## config.mk

```make
export PLATFORM = sky130hd
export DESIGN_NAME = shape_vertex_streamer
export DESIGN_NICKNAME = d
export VERILOG_FILES = /design/src/rtl/shape_vertex_streamer_pkg.sv /design/src/rtl/shape_vertex_streamer_vertex_complete.sv /design/src/rtl/shape_vertex_streamer.sv
export SDC_FILE = /design/constraint.sdc
export NUM_CORES = 1
export LEC_CHECK = 0
export ABC_AREA = 0
export CAP_MARGIN = 25
export CORE_MARGIN = 1
export CORE_UTILIZATION = 41
export CTS_CLUSTER_SIZE = 20
export DETAILED_ROUTE_END_ITERATION = 8
export DONT_BUFFER_PORTS = 1
export RECOVER_POWER = 25
export SLEW_MARGIN = 20
export SYNTH_ARGS = -nofsm -noshare
export SYNTH_HDL_FRONTEND = slang
export SYNTH_SLANG_ARGS = --single-unit
export TNS_END_PERCENT = 10
```

## constraint.sdc

```tcl
create_clock -name clk -period 4.57 [get_ports clk]
set_clock_uncertainty 0.05 [all_clocks]
set_input_delay 0.457 -clock clk [delete_from_list [all_inputs] [get_ports clk]]
set_output_delay 0.457 -clock clk [all_outputs]
set_load 0.01 [all_outputs]
```

## src/rtl/shape_vertex_streamer_pkg.sv

```systemverilog
// Shared definitions for the shape vertex streamer.
//   - shape codes (point, line, triangle, parallelogram)
//   - FSM state encoding
//   - vert_count(): total vertices emitted for a shape, including the
//     optional closing vertex
package shape_pkg;

  localparam logic [1:0] SHAPE_POINT = 2'd0;
  localparam logic [1:0] SHAPE_LINE  = 2'd1;
  localparam logic [1:0] SHAPE_TRI   = 2'd2;
  localparam logic [1:0] SHAPE_PARA  = 2'd3;

  typedef enum logic {ST_IDLE, ST_EMIT} state_t;

  // Closing vertex applies only to shapes with three or more vertices.
  function automatic logic [2:0] vert_count(input logic [1:0] shape,
                                            input logic       close_loop);
    logic [2:0] n;
    case (shape)
      SHAPE_POINT: n = 3'd1;
      SHAPE_LINE:  n = 3'd2;
      SHAPE_TRI:   n = 3'd3 + {2'b00, close_loop};
      default:     n = 3'd4 + {2'b00, close_loop};
    endcase
    return n;
  endfunction

endpackage

```

## src/rtl/shape_vertex_streamer_vertex_complete.sv

```systemverilog
// vertex_complete: combinational fourth-vertex generator for a
// parallelogram, p4 = p1 - p2 + p3. Each component wraps silently at its
// own width.
//   in:  x1,x2,x3 [X_WIDTH], y1,y2,y3 [Y_WIDTH]
//   out: x4 [X_WIDTH], y4 [Y_WIDTH]
module vertex_complete #(
  parameter int X_WIDTH = 4,
  parameter int Y_WIDTH = 3
) (
  input  logic [X_WIDTH-1:0] x1,
  input  logic [X_WIDTH-1:0] x2,
  input  logic [X_WIDTH-1:0] x3,
  input  logic [Y_WIDTH-1:0] y1,
  input  logic [Y_WIDTH-1:0] y2,
  input  logic [Y_WIDTH-1:0] y3,
  output logic [X_WIDTH-1:0] x4,
  output logic [Y_WIDTH-1:0] y4
);

  assign x4 = x1 - x2 + x3;
  assign y4 = y1 - y2 + y3;

endmodule

```

## src/rtl/shape_vertex_streamer.sv

```systemverilog
// shape_vertex_streamer: accepts one shape instruction over in_valid/
// in_ready, then streams its vertices one per cycle over out_valid/
// out_ready.
//   clk, rst_n        : clock, synchronous active-low reset
//   in_valid/in_ready : instruction handshake (ready only when idle)
//   in_shape, in_x*/in_y* : shape code and p1..p3
//   out_valid/out_ready : vertex handshake
//   out_x/out_y/out_idx/out_last : current vertex, its index, final flag
//   shape_count       : completed shapes, modulo 256
module shape_vertex_streamer
  import shape_pkg::*;
#(
  parameter int X_WIDTH    = 4,
  parameter int Y_WIDTH    = 3,
  parameter int CLOSE_LOOP = 0
) (
  input  logic               clk,
  input  logic               rst_n,
  input  logic               in_valid,
  output logic               in_ready,
  input  logic [1:0]         in_shape,
  input  logic [X_WIDTH-1:0] in_x1,
  input  logic [X_WIDTH-1:0] in_x2,
  input  logic [X_WIDTH-1:0] in_x3,
  input  logic [Y_WIDTH-1:0] in_y1,
  input  logic [Y_WIDTH-1:0] in_y2,
  input  logic [Y_WIDTH-1:0] in_y3,
  output logic               out_valid,
  input  logic               out_ready,
  output logic [X_WIDTH-1:0] out_x,
  output logic [Y_WIDTH-1:0] out_y,
  output logic [2:0]         out_idx,
  output logic               out_last,
  output logic [7:0]         shape_count
);

  localparam logic CL = (CLOSE_LOOP != 0);

  state_t                    state, nstate;
  logic [1:0]                shape_q;
  logic [3:0][X_WIDTH-1:0]   px;   // p1..p4, latched at accept
  logic [3:0][Y_WIDTH-1:0]   py;
  logic [2:0]                idx;
  logic [7:0]                cnt;
  logic [X_WIDTH-1:0]        x4;
  logic [Y_WIDTH-1:0]        y4;
  logic                      accept, take, last, close_vtx;
  logic [1:0]                vsel;

  vertex_complete #(.X_WIDTH(X_WIDTH), .Y_WIDTH(Y_WIDTH)) u_vc (
    .x1(in_x1), .x2(in_x2), .x3(in_x3),
    .y1(in_y1), .y2(in_y2), .y3(in_y3),
    .x4(x4),    .y4(y4)
  );

  assign last      = (idx == vert_count(shape_q, CL) - 3'd1);
  // The closing vertex re-uses p1; for a triangle it sits where p4 would be.
  assign close_vtx = CL && (shape_q >= SHAPE_TRI) && last;
  assign vsel      = close_vtx ? 2'd0 : idx[1:0];
  assign accept    = in_valid && in_ready;
  assign take      = out_valid && out_ready;
  assign shape_count = cnt;

  always_comb begin
    nstate    = state;
    in_ready  = 1'b0;
    out_valid = 1'b0;
    out_x     = '0;
    out_y     = '0;
    out_idx   = '0;
    out_last  = 1'b0;
    case (state)
      ST_IDLE: begin
        in_ready = 1'b1;
        if (in_valid) nstate = ST_EMIT;
      end
      ST_EMIT: begin
        out_valid = 1'b1;
        out_x     = px[vsel];
        out_y     = py[vsel];
        out_idx   = idx;
        out_last  = last;
        if (out_ready && last) nstate = ST_IDLE;
      end
      default: nstate = ST_IDLE;
    endcase
  end

  always_ff @(posedge clk) begin
    if (!rst_n) begin
      state   <= ST_IDLE;
      shape_q <= SHAPE_POINT;
      px      <= '0;
      py      <= '0;
      idx     <= '0;
      cnt     <= '0;
    end else begin
      state <= nstate;
      if (accept) begin
        shape_q <= in_shape;
        px      <= {x4, in_x3, in_x2, in_x1};
        py      <= {y4, in_y3, in_y2, in_y1};
        idx     <= '0;
      end else if (take) begin
        if (last) cnt <= cnt + 8'd1;
        else      idx <= idx + 3'd1;
      end
    end
  end

endmodule

```

==> impl_metrics.toml, run 1 <==
[grt]
grt_pass1_vias = 1577
grt.overflow.total = 0
grt_pass1_wl_um = 7169
antenna_found_initial = 0
grt_max_degree = 36
grt_usage_pct = 16.89

[pwr]
swShare_pct = 25.85
clkPwrFrac_pct = 36.1
ir_worst_vdd_mv = 0.1706
powerDensity_nw_per_um2 = 340.3
leakage_nw = 0.9607
combPwrFrac_pct = 14.1
p_int_mw = 0.5996
power.total_mw = 0.8086
switchingPower_mw = 0.2090
seqPwrFrac_pct = 49.8

[route]
post_drt_wl_per_cell_um = 13.53
drt_pass1_iterations = 4
antenna_left = 0
vias = 1661
drtIter0Drc = 63
post-route-drc-count = 0
routed_wl_um = 4357
via_per_inst = 5.158

[critical_path]
cp_max_fo = 11
critPathKind = "reg2out"
cp-start-kind = "flip-flop"
arrival_ps = 1860
crit_required_ps = 4060
endpoint_kind = "output port"

[clock_tree]
clkTransAtPathRegs_ps = 80
cts.sinks = 42
cts-htree-levels = 2
root_buffer = "clkbuf_8"
ctsResizeCount = 0
numCtsBuffers = 5
post_cts_buffers = 0
clockBufferDepth = 2
hold_buffers = 0
insertion_delay_ps = 290
cts_tree = "yes"

[die]
rows = 26
die_y_um = 75.46
initial_core_util_pct = 43.04
dieArea_um2 = 5693
dieWidth_um = 75.46
core_area_um2 = 5140
ios = 48

[synth]
synth-warning-count = 0
ys_seq_elements = 42
synth_cells = 255
avgSynthCellArea_um2 = 8.675
syn_nets = 295
syn_area_um2 = 2212
ys_types = 35
synth_seq_area_share_pct = 38.01

[sta]
finalHoldViolCount = 0
maxSlewHeadroom_pct = 12.14
setup_violations = 0
fin_crit_sh_pct = 51.71
slew_violations = 0
max_freq_mhz = 423.2
finalSetupTns_ps = 0
finalCriticalPeriod_ps = 2363
tightest_slew_ps = 1318
whs_ps = 240.9
rsz0062_at_grt = "no"

[placement]
port_buffers = 0
gp_congestion = 0.6920
hpwl_um = 3061

[cells_and_area]
diodes = 0
utilization_pct = 46.23
area_growth_pct = 7.410
fin_nets = 291
drive_above_1_share_pct = 5.159

[outcome]
outcome = "complete, no violations"

[job]
maxCapViolations = 0

[hold_path]
holdCritPathClass = "in2reg"
critical path, cell delays in order, from the launching register on:
cell	delay, ps
dfxtp_1	720
xor2_1	250
or3_4	410
nor2_1	190
power groups by stage:
stage          Combinational, mW  Sequential [mW]  Clock (mW)
6_report                   0.114            0.403       0.292
5_1_grt                    0.133            0.406       0.310
4_1_cts                    0.114            0.403       0.298
3_5_place_dp               0.113            0.412           0
3_3_place_gp               0.112            0.411           0
2_1_floorplan             0.0983            0.404           0
layout by cell type (no fill, tap or decap), types with 2 or more instances in the layout:
master,n
mux4_1,7
mux2i_1,2
xnor2_1,8
or3_1,2
a21oi_1,34
and2_0,3
inv_1,19
nand3_1,4
nor2_1,9
clkbuf_8,5
fa_1,5
nand4_1,2
xor2_1,4
ha_1,8
and2_1,7
o21ai_0,5
clkinv_2,2
nand2_1,65
nor4_1,3
dfxtp_1,42
cell families (layout without fill, tap and decap cells):
group,count (synthesis),in the layout,synth area share [%]
AO/OA/AOI/OAI,43,43,10.24
XOR/XNOR,14,14,6.505
adder cells (fa/ha/maj),13,13,9.050
buffers and inverters,33,30,6.334
flip-flops,42,42,38.01
multiplexers,9,9,9.220
AND/OR/NAND/NOR,101,101,20.64
routing by layer:
layer / GRT usage (%) / share of wire [%] / vias to the layer above
met4: 3.704 / 0.44 / 0
met1: 21.56 / 47 / 773
li1: - / - / 841
met5: 0 / 0 / -
met2: 27.58 / 46 / 43
met3: 6.085 / 7.0 / 4
cell usage after synthesis, drive strengths merged:
| master | n | share of area [%] |
|---|---|---|
| or4 | 2 | 0.85 |
| mux2i | 2 | 0.91 |
| a21oi | 34 | 7.7 |
| o21ai | 5 | 1.1 |
| nor2 | 9 | 1.5 |
| dfxtp | 42 | 38 |
| fa | 5 | 4.5 |
| xnor2 | 8 | 3.2 |
| a211oi | 1 | 0.34 |
| o31ai | 1 | 0.34 |
| nor2b | 1 | 0.28 |
| buf | 4 | 1.4 |
| nand2b | 1 | 0.28 |
| a21o | 1 | 0.34 |
| xnor3 | 1 | 1.0 |
| or3 | 3 | 1.1 |
| nand4b | 1 | 0.40 |
| o311ai | 1 | 0.40 |
| nand4 | 2 | 0.57 |
| mux4 | 7 | 8.3 |
| ha | 8 | 4.5 |
| nand2 | 65 | 11 |
| clkinv | 1 | 0.17 |
| inv | 19 | 3.2 |
| and2 | 10 | 2.9 |
| clkbuf | 9 | 1.5 |
| nor4 | 3 | 0.85 |
| nand3 | 4 | 0.91 |
| xor2 | 5 | 2.3 |
worst paths after layout:
kind,start,endpoint,slack (ps),cells after the start
setup / recovery,idx[0],out_last,2210,3
hold reg to reg,px[6],px[6],400,2
hold / removal,in_x3[3],px[11],240,2
setup reg to reg,state,idx[2],2310,4
registers in the layout, summed over array words and instances, names as in the netlist:
name         count
px              16
py              12
shape_count      8
idx              3
shape_q          2
state            1
cell type report:
cell class	count	area (um2)
Inverter	20	75.07
Sequential cell	42	840.8
Clock inverter	3	40.04
Fill cell	542	2764
Tap cell	70	87.58
Multi-Input combinational cell	180	1232
Clock buffer	5	68.82
Timing Repair Buffer	2	31.28
stage by stage:
step / instance area [um2] / setup slack (ps) / instances
final: 2376 / 2207 / 322
after global placement: 2245 / 2332 / 313
after global routing: 2376 / 2032 / 322
after detailed placement: 2245 / 2280 / 313
after floorplan: 2212 / 2493 / 255
after CTS: 2354 / 2190 / 321
(Power assumes the default switching activity.)
==> run 2: changes to the inputs <==
ABC_AREA = 1   (was 0)
clock period = 2.3 ns   (was 4.57 ns; I/O delays follow)
==> impl_metrics.toml, run 2 <==
[outcome]
outcome = "complete, no violations"

[synth]
async_flop_share_pct = 0
synthTopCellsByArea = "dfxtp_1 35%, nand2_1 9.6%, nor2_1 8.8%, o21ai_0 8.4%, inv_1 7.7%"
ys_seq_elements = 42
synth-warning-count = 0
synth_seq_area_share_pct = 34.60
avgSynthCellArea_um2 = 6.883
synth_cells = 353
ys_types = 26
syn_area_um2 = 2430
synth_enable_flop_cells = 0
synth_top_cell_by_area = "dfxtp_1"
post-synth-top-count-cell = "nand2_1"
synth_commonest_cells = "62 x nand2_1, 57 x nor2_1, 50 x inv_1"
syn_nets = 393
ys.flop_type = "dfxtp_1"
synth_top_area_share_pct = 34.60

[die]
die_y_um = 78.99
core_area_um2 = 5608
dieArea_um2 = 6239
dieWidth_um = 78.99
rows = 27
ios = 48
initial_core_util_pct = 43.33

[cells_and_area]
area.sequential_um2 = 840.8
drive_above_1_share_pct = 6.553
area_growth_pct = 5.304
largest_reg_flops = 16
fill_cells = 623
multiInputGateArea_um2 = 1309
layout_commonest_cell = "nand2_1"
stdcell_count = 423
layout_common_cells = "62 x nand2_1, 57 x nor2_1, 50 x inv_1, 42 x dfxtp_1, 41 x o21ai_0"
diodes = 0
top_register = "px"
fin_nets = 391

[sta]
finalHoldViolCount = 0
whs_ps = 24.02
maxSlewHeadroom_pct = 67.98
rsz0062_at_grt = "no"
tightest_slew_ps = 479.7
fin_crit_sh_pct = 92.68
setup_violations = 0
fin_ws_ps = 168.3
finalSetupTns_ps = 0
finalCriticalPeriod_ps = 2132
slew_violations = 0
max_freq_mhz = 469.1

[clock_tree]
clkTransAtPathRegs_ps = 80
cts_tree = "yes"
clockBufferDepth = 2
cts.sinks = 42
ctsResizeCount = 0
root_buffer = "clkbuf_8"
insertion_delay_ps = 290
post_cts_buffers = 0
numCtsBuffers = 5
cts-htree-levels = 2

[placement]
gp_congestion = 0.7305
hpwl_um = 3834
port_buffers = 0
pre_cts_ws_ps = 407.3
placed_cells = 415

[grt]
met1_usage_pct = 23.65
grt.overflow.total = 0
grt_pass1_wl_um = 8921
grt_max_degree = 31
grt_usage_pct = 18.32
antenna_found_initial = 0
grt_pass1_vias = 1925
grtUsageMet3_pct = 5.287
busiest_layer = "met2"
met2_usage_pct = 29.48

[route]
drt_pass1_iterations = 4
routed_wl_um = 5402
post_drt_wl_per_cell_um = 12.77
antenna_left = 0
post-route-drc-count = 0
via_per_inst = 4.967
drtIter0Drc = 101
vias = 2101

[critical_path]
critPathSlowestCell = "dfxtp_1"
crit_required_ps = 2020
critPathKind = "reg2out"
endpoint_kind = "output port"
crit_chain = "clkinv_1, a21oi_1"
cp-start-kind = "flip-flop"
arrival_ps = 1850
cp_max_fo = 9
slowest_delay_ps = 620

[pwr]
powerDensity_nw_per_um2 = 597.5
power.total_mw = 1.529
ir_worst_vdd_mv = 0.2543
leakage_nw = 1.182

[hold_path]
holdCritPathClass = "in2reg"

[job]
maxCapViolations = 0
-- run 2: cell types whose count changed in the layout (fill, tap and decap cells not counted), moves of 4 or more --
| cell | before | now |
|---|---|---|
| and2_1 | 7 | 0 |
| buf_4 | 0 | 4 |
| inv_1 | 19 | 50 |
| mux4_1 | 7 | 0 |
| nand2_2 | 0 | 4 |
| nand3_1 | 4 | 10 |
| nand3b_1 | 0 | 5 |
| nor2_1 | 9 | 57 |
| o21ai_0 | 5 | 41 |
| xnor2_1 | 8 | 2 |
-- run 2: path summary, 6_finish.rpt --
check,start,to,slack [ps],depth (start not counted)
min reg2reg,shape_q[1],shape_q[1],440,2
max,state,out_y[0],170,2
min,rst_n,px[8],20,2
max reg2reg,idx[0],shape_count[5],710,6
-- run 2: worst max-delay path, delay by kind of cell, from the launching register on --
family / cells / cell delay [ps]
DFF: 1 / 620
AOI/OAI and AO/OA: 1 / 440
buffers and inverters: 1 / 500
-- run 2: kinds of logic after synthesis --
family                     Yosys count  synth area share, %
xor gates and xnor gates             4                1.442
adders and majority gates           13                8.239
and+or+nand+nor                    147                27.60
AOI/OAI and AO/OA                   79                16.58
buffers and inverters               68                11.53
DFF                                 42                34.60
-- run 2: repair_timing --
action                                 in CTS  in global routing
hold buffers                                0                  1
setup endpoints to repair                   0                  0
endpoints found under the hold margin       0                  1
-- run 2: through the flow --
stage          cell area, um2  util (%)
2_1_floorplan            2430         -
3_3_place_gp             2472     44.09
3_5_place_dp             2472     44.09
4_1_cts                  2549     45.45
5_1_grt                  2559     45.63
6_report                 2559     45.63
-- run 2: power breakdown --
part           internal, mW  switching [mW]  leakage, nW
Combinational         0.102           0.174        0.798
Sequential            0.778          0.0307        0.346
Clock                 0.209           0.235       0.0383
Total                  1.09           0.440         1.18
-- run 2: layout make-up --
cell class	count	share of cell area [%]
sequential	42	32.86
multi-input combinational	243	51.15
timing repair buffer	5	1.565
clock buffer	7	2.983
tap	72	3.521
inverter	54	7.922
-- run 2: layer usage --
layer  part of all wire, %  routed length [um]
met4                   1.1                  57
met3                   5.5                 299
met2                    43                2348
met5                     0                   0
met1                    50                2697
==> run 3: changes to the inputs <==
RECOVER_POWER = 50   (was 25)
==> impl_metrics.toml, run 3 (synthesis results as in run 2) <==
[pwr]
powerDensity_nw_per_um2 = 598.1
ir_worst_vdd_mv = 0.2541
leakage_nw = 1.179

[critical_path]
slowest_delay_ps = 620
cp-start-kind = "flip-flop"
cp_max_fo = 9
reg2reg_from = "state"
cp-startpoint = "state"
crit_required_ps = 2020
critPathSlowestCell = "dfxtp_1"
crit_buf_inv = 1
arrival_ps = 1850
critPathKind = "reg2out"
crit_chain = "clkinv_1, a21oi_1"
endpoint_kind = "output port"
critPathTopFamily = "flip-flops"

[route]
post-route-drc-count = 0
antenna_left = 0
drt_pass1_iterations = 4
vias = 2100
drtIter0Drc = 91
met1_length_um = 2660
routed_wl_um = 5383
top_layer = "met4"
wl_met2_um = 2377
via_per_inst = 4.965
dr_wl_met3_um = 288
post_drt_wl_per_cell_um = 12.73

[sta]
finalHoldViolCount = 0
slew_violations = 0
tightest_slew_ps = 800.7
fin_crit_sh_pct = 92.47
maxSlewHeadroom_pct = 46.62
finalSetupTns_ps = 0
finalCriticalPeriod_ps = 2127
setup_violations = 0
max_freq_mhz = 470.2
rsz0062_at_grt = "no"

[hold_path]
holdCritPathClass = "in2reg"
worstHoldStart = "rst_n"

[die]
core_area_um2 = 5608
die_y_um = 78.99
initial_core_util_pct = 43.33
dieArea_um2 = 6239
rows = 27
ios = 48
dieWidth_um = 78.99

[placement]
gp_congestion = 0.7305
placed_cells = 415
port_buffers = 0
hpwl_um = 3834

[grt]
grt_max_degree = 31
grt_usage_pct = 18.32
grt.overflow.total = 0
grt_pass1_wl_um = 8921
grt_pass1_vias = 1925
antenna_found_initial = 0

[cells_and_area]
area_growth_pct = 5.149
multiInputGateArea_um2 = 1309
layout_common_cells = "62 x nand2_1, 57 x nor2_1, 51 x inv_1, 42 x dfxtp_1, 41 x o21ai_0"
diodes = 0
top_register = "px"
drive_above_1_share_pct = 5.983
fin_nets = 391
largest_reg_flops = 16
layout_commonest_cell = "nand2_1"
fill_cells = 624
area.sequential_um2 = 840.8
stdcell_count = 423

[clock_tree]
insertion_delay_ps = 290
post_cts_buffers = 0
cts_tree = "yes"
cts-htree-levels = 2
clkTransAtPathRegs_ps = 80
clockBufferDepth = 2
cts.sinks = 42
root_buffer = "clkbuf_8"
numCtsBuffers = 5
ctsResizeCount = 0

[outcome]
outcome = "complete, no violations"

[job]
maxCapViolations = 0
run 3: cell types whose count changed in the layout (fill, tap and decap cells not counted):
cell,before,now
buf_4,4,3
clkbuf_1,2,3
inv_1,50,51
inv_2,3,2
run 3: repair_timing:
item / 4_1_cts / 5_1_grt
hold endpoints to repair: 0 / 1
hold buffers: 0 / 1
endpoints found under the setup margin: 0 / 0
run 3: metrics by stage:
step | instance area [um2] | util, % | total power [mW] | worst slack [ps] | hold slack, ps
2_1_floorplan | 2430 | - | 1.056 | 481.6 | 307.6
3_3_place_gp | 2472 | 44.09 | 1.097 | 433.6 | 311.9
3_5_place_dp | 2472 | 44.09 | 1.102 | 407.3 | 317.0
4_1_cts | 2549 | 45.45 | 1.550 | 134.1 | 5.421
5_1_grt | 2555 | 45.56 | 1.634 | 29.67 | 8.448
6_report | 2555 | 45.56 | 1.528 | 173.1 | 20.01
run 3: final timing paths:
path	end	slack, ps	depth (start not counted)
min	px[0]	20	2
max	out_y[0]	170	2
max reg2reg	py[7]	420	4
min reg2reg	shape_q[1]	440	2
run 3: report_power, final:
group          total, mW  leakage (nW)  switching (mW)  internal [mW]
registers          0.808         0.346          0.0304          0.778
clock network      0.446        0.0383           0.236          0.209
logic              0.274         0.795           0.174          0.101
total               1.53          1.18           0.440           1.09
run 3: routing by layer:
layer  track usage [%]  vias to the layer above
li1                  -                     1102
met2             29.48                       39
met4             5.455                        0
met1             23.65                      953
met3             5.287                        6
met5                 0                        -
run 3: final cells by class:
class                   instances  share of cell area [%]
multi-input cells             243                   51.22
flip-flops and latches         42                   32.91
inverters                      54                   7.933
well taps                      72                   3.526
clock buffers                   7                   2.987
repair buffers                  5                   1.420
run 3: worst reg2reg max path, cell delays in order (launching register included):
cell      delay, ps
dfxtp_1         460
nor2_8          320
clkbuf_1        660
o21ai_0         180
a21oi_1         140
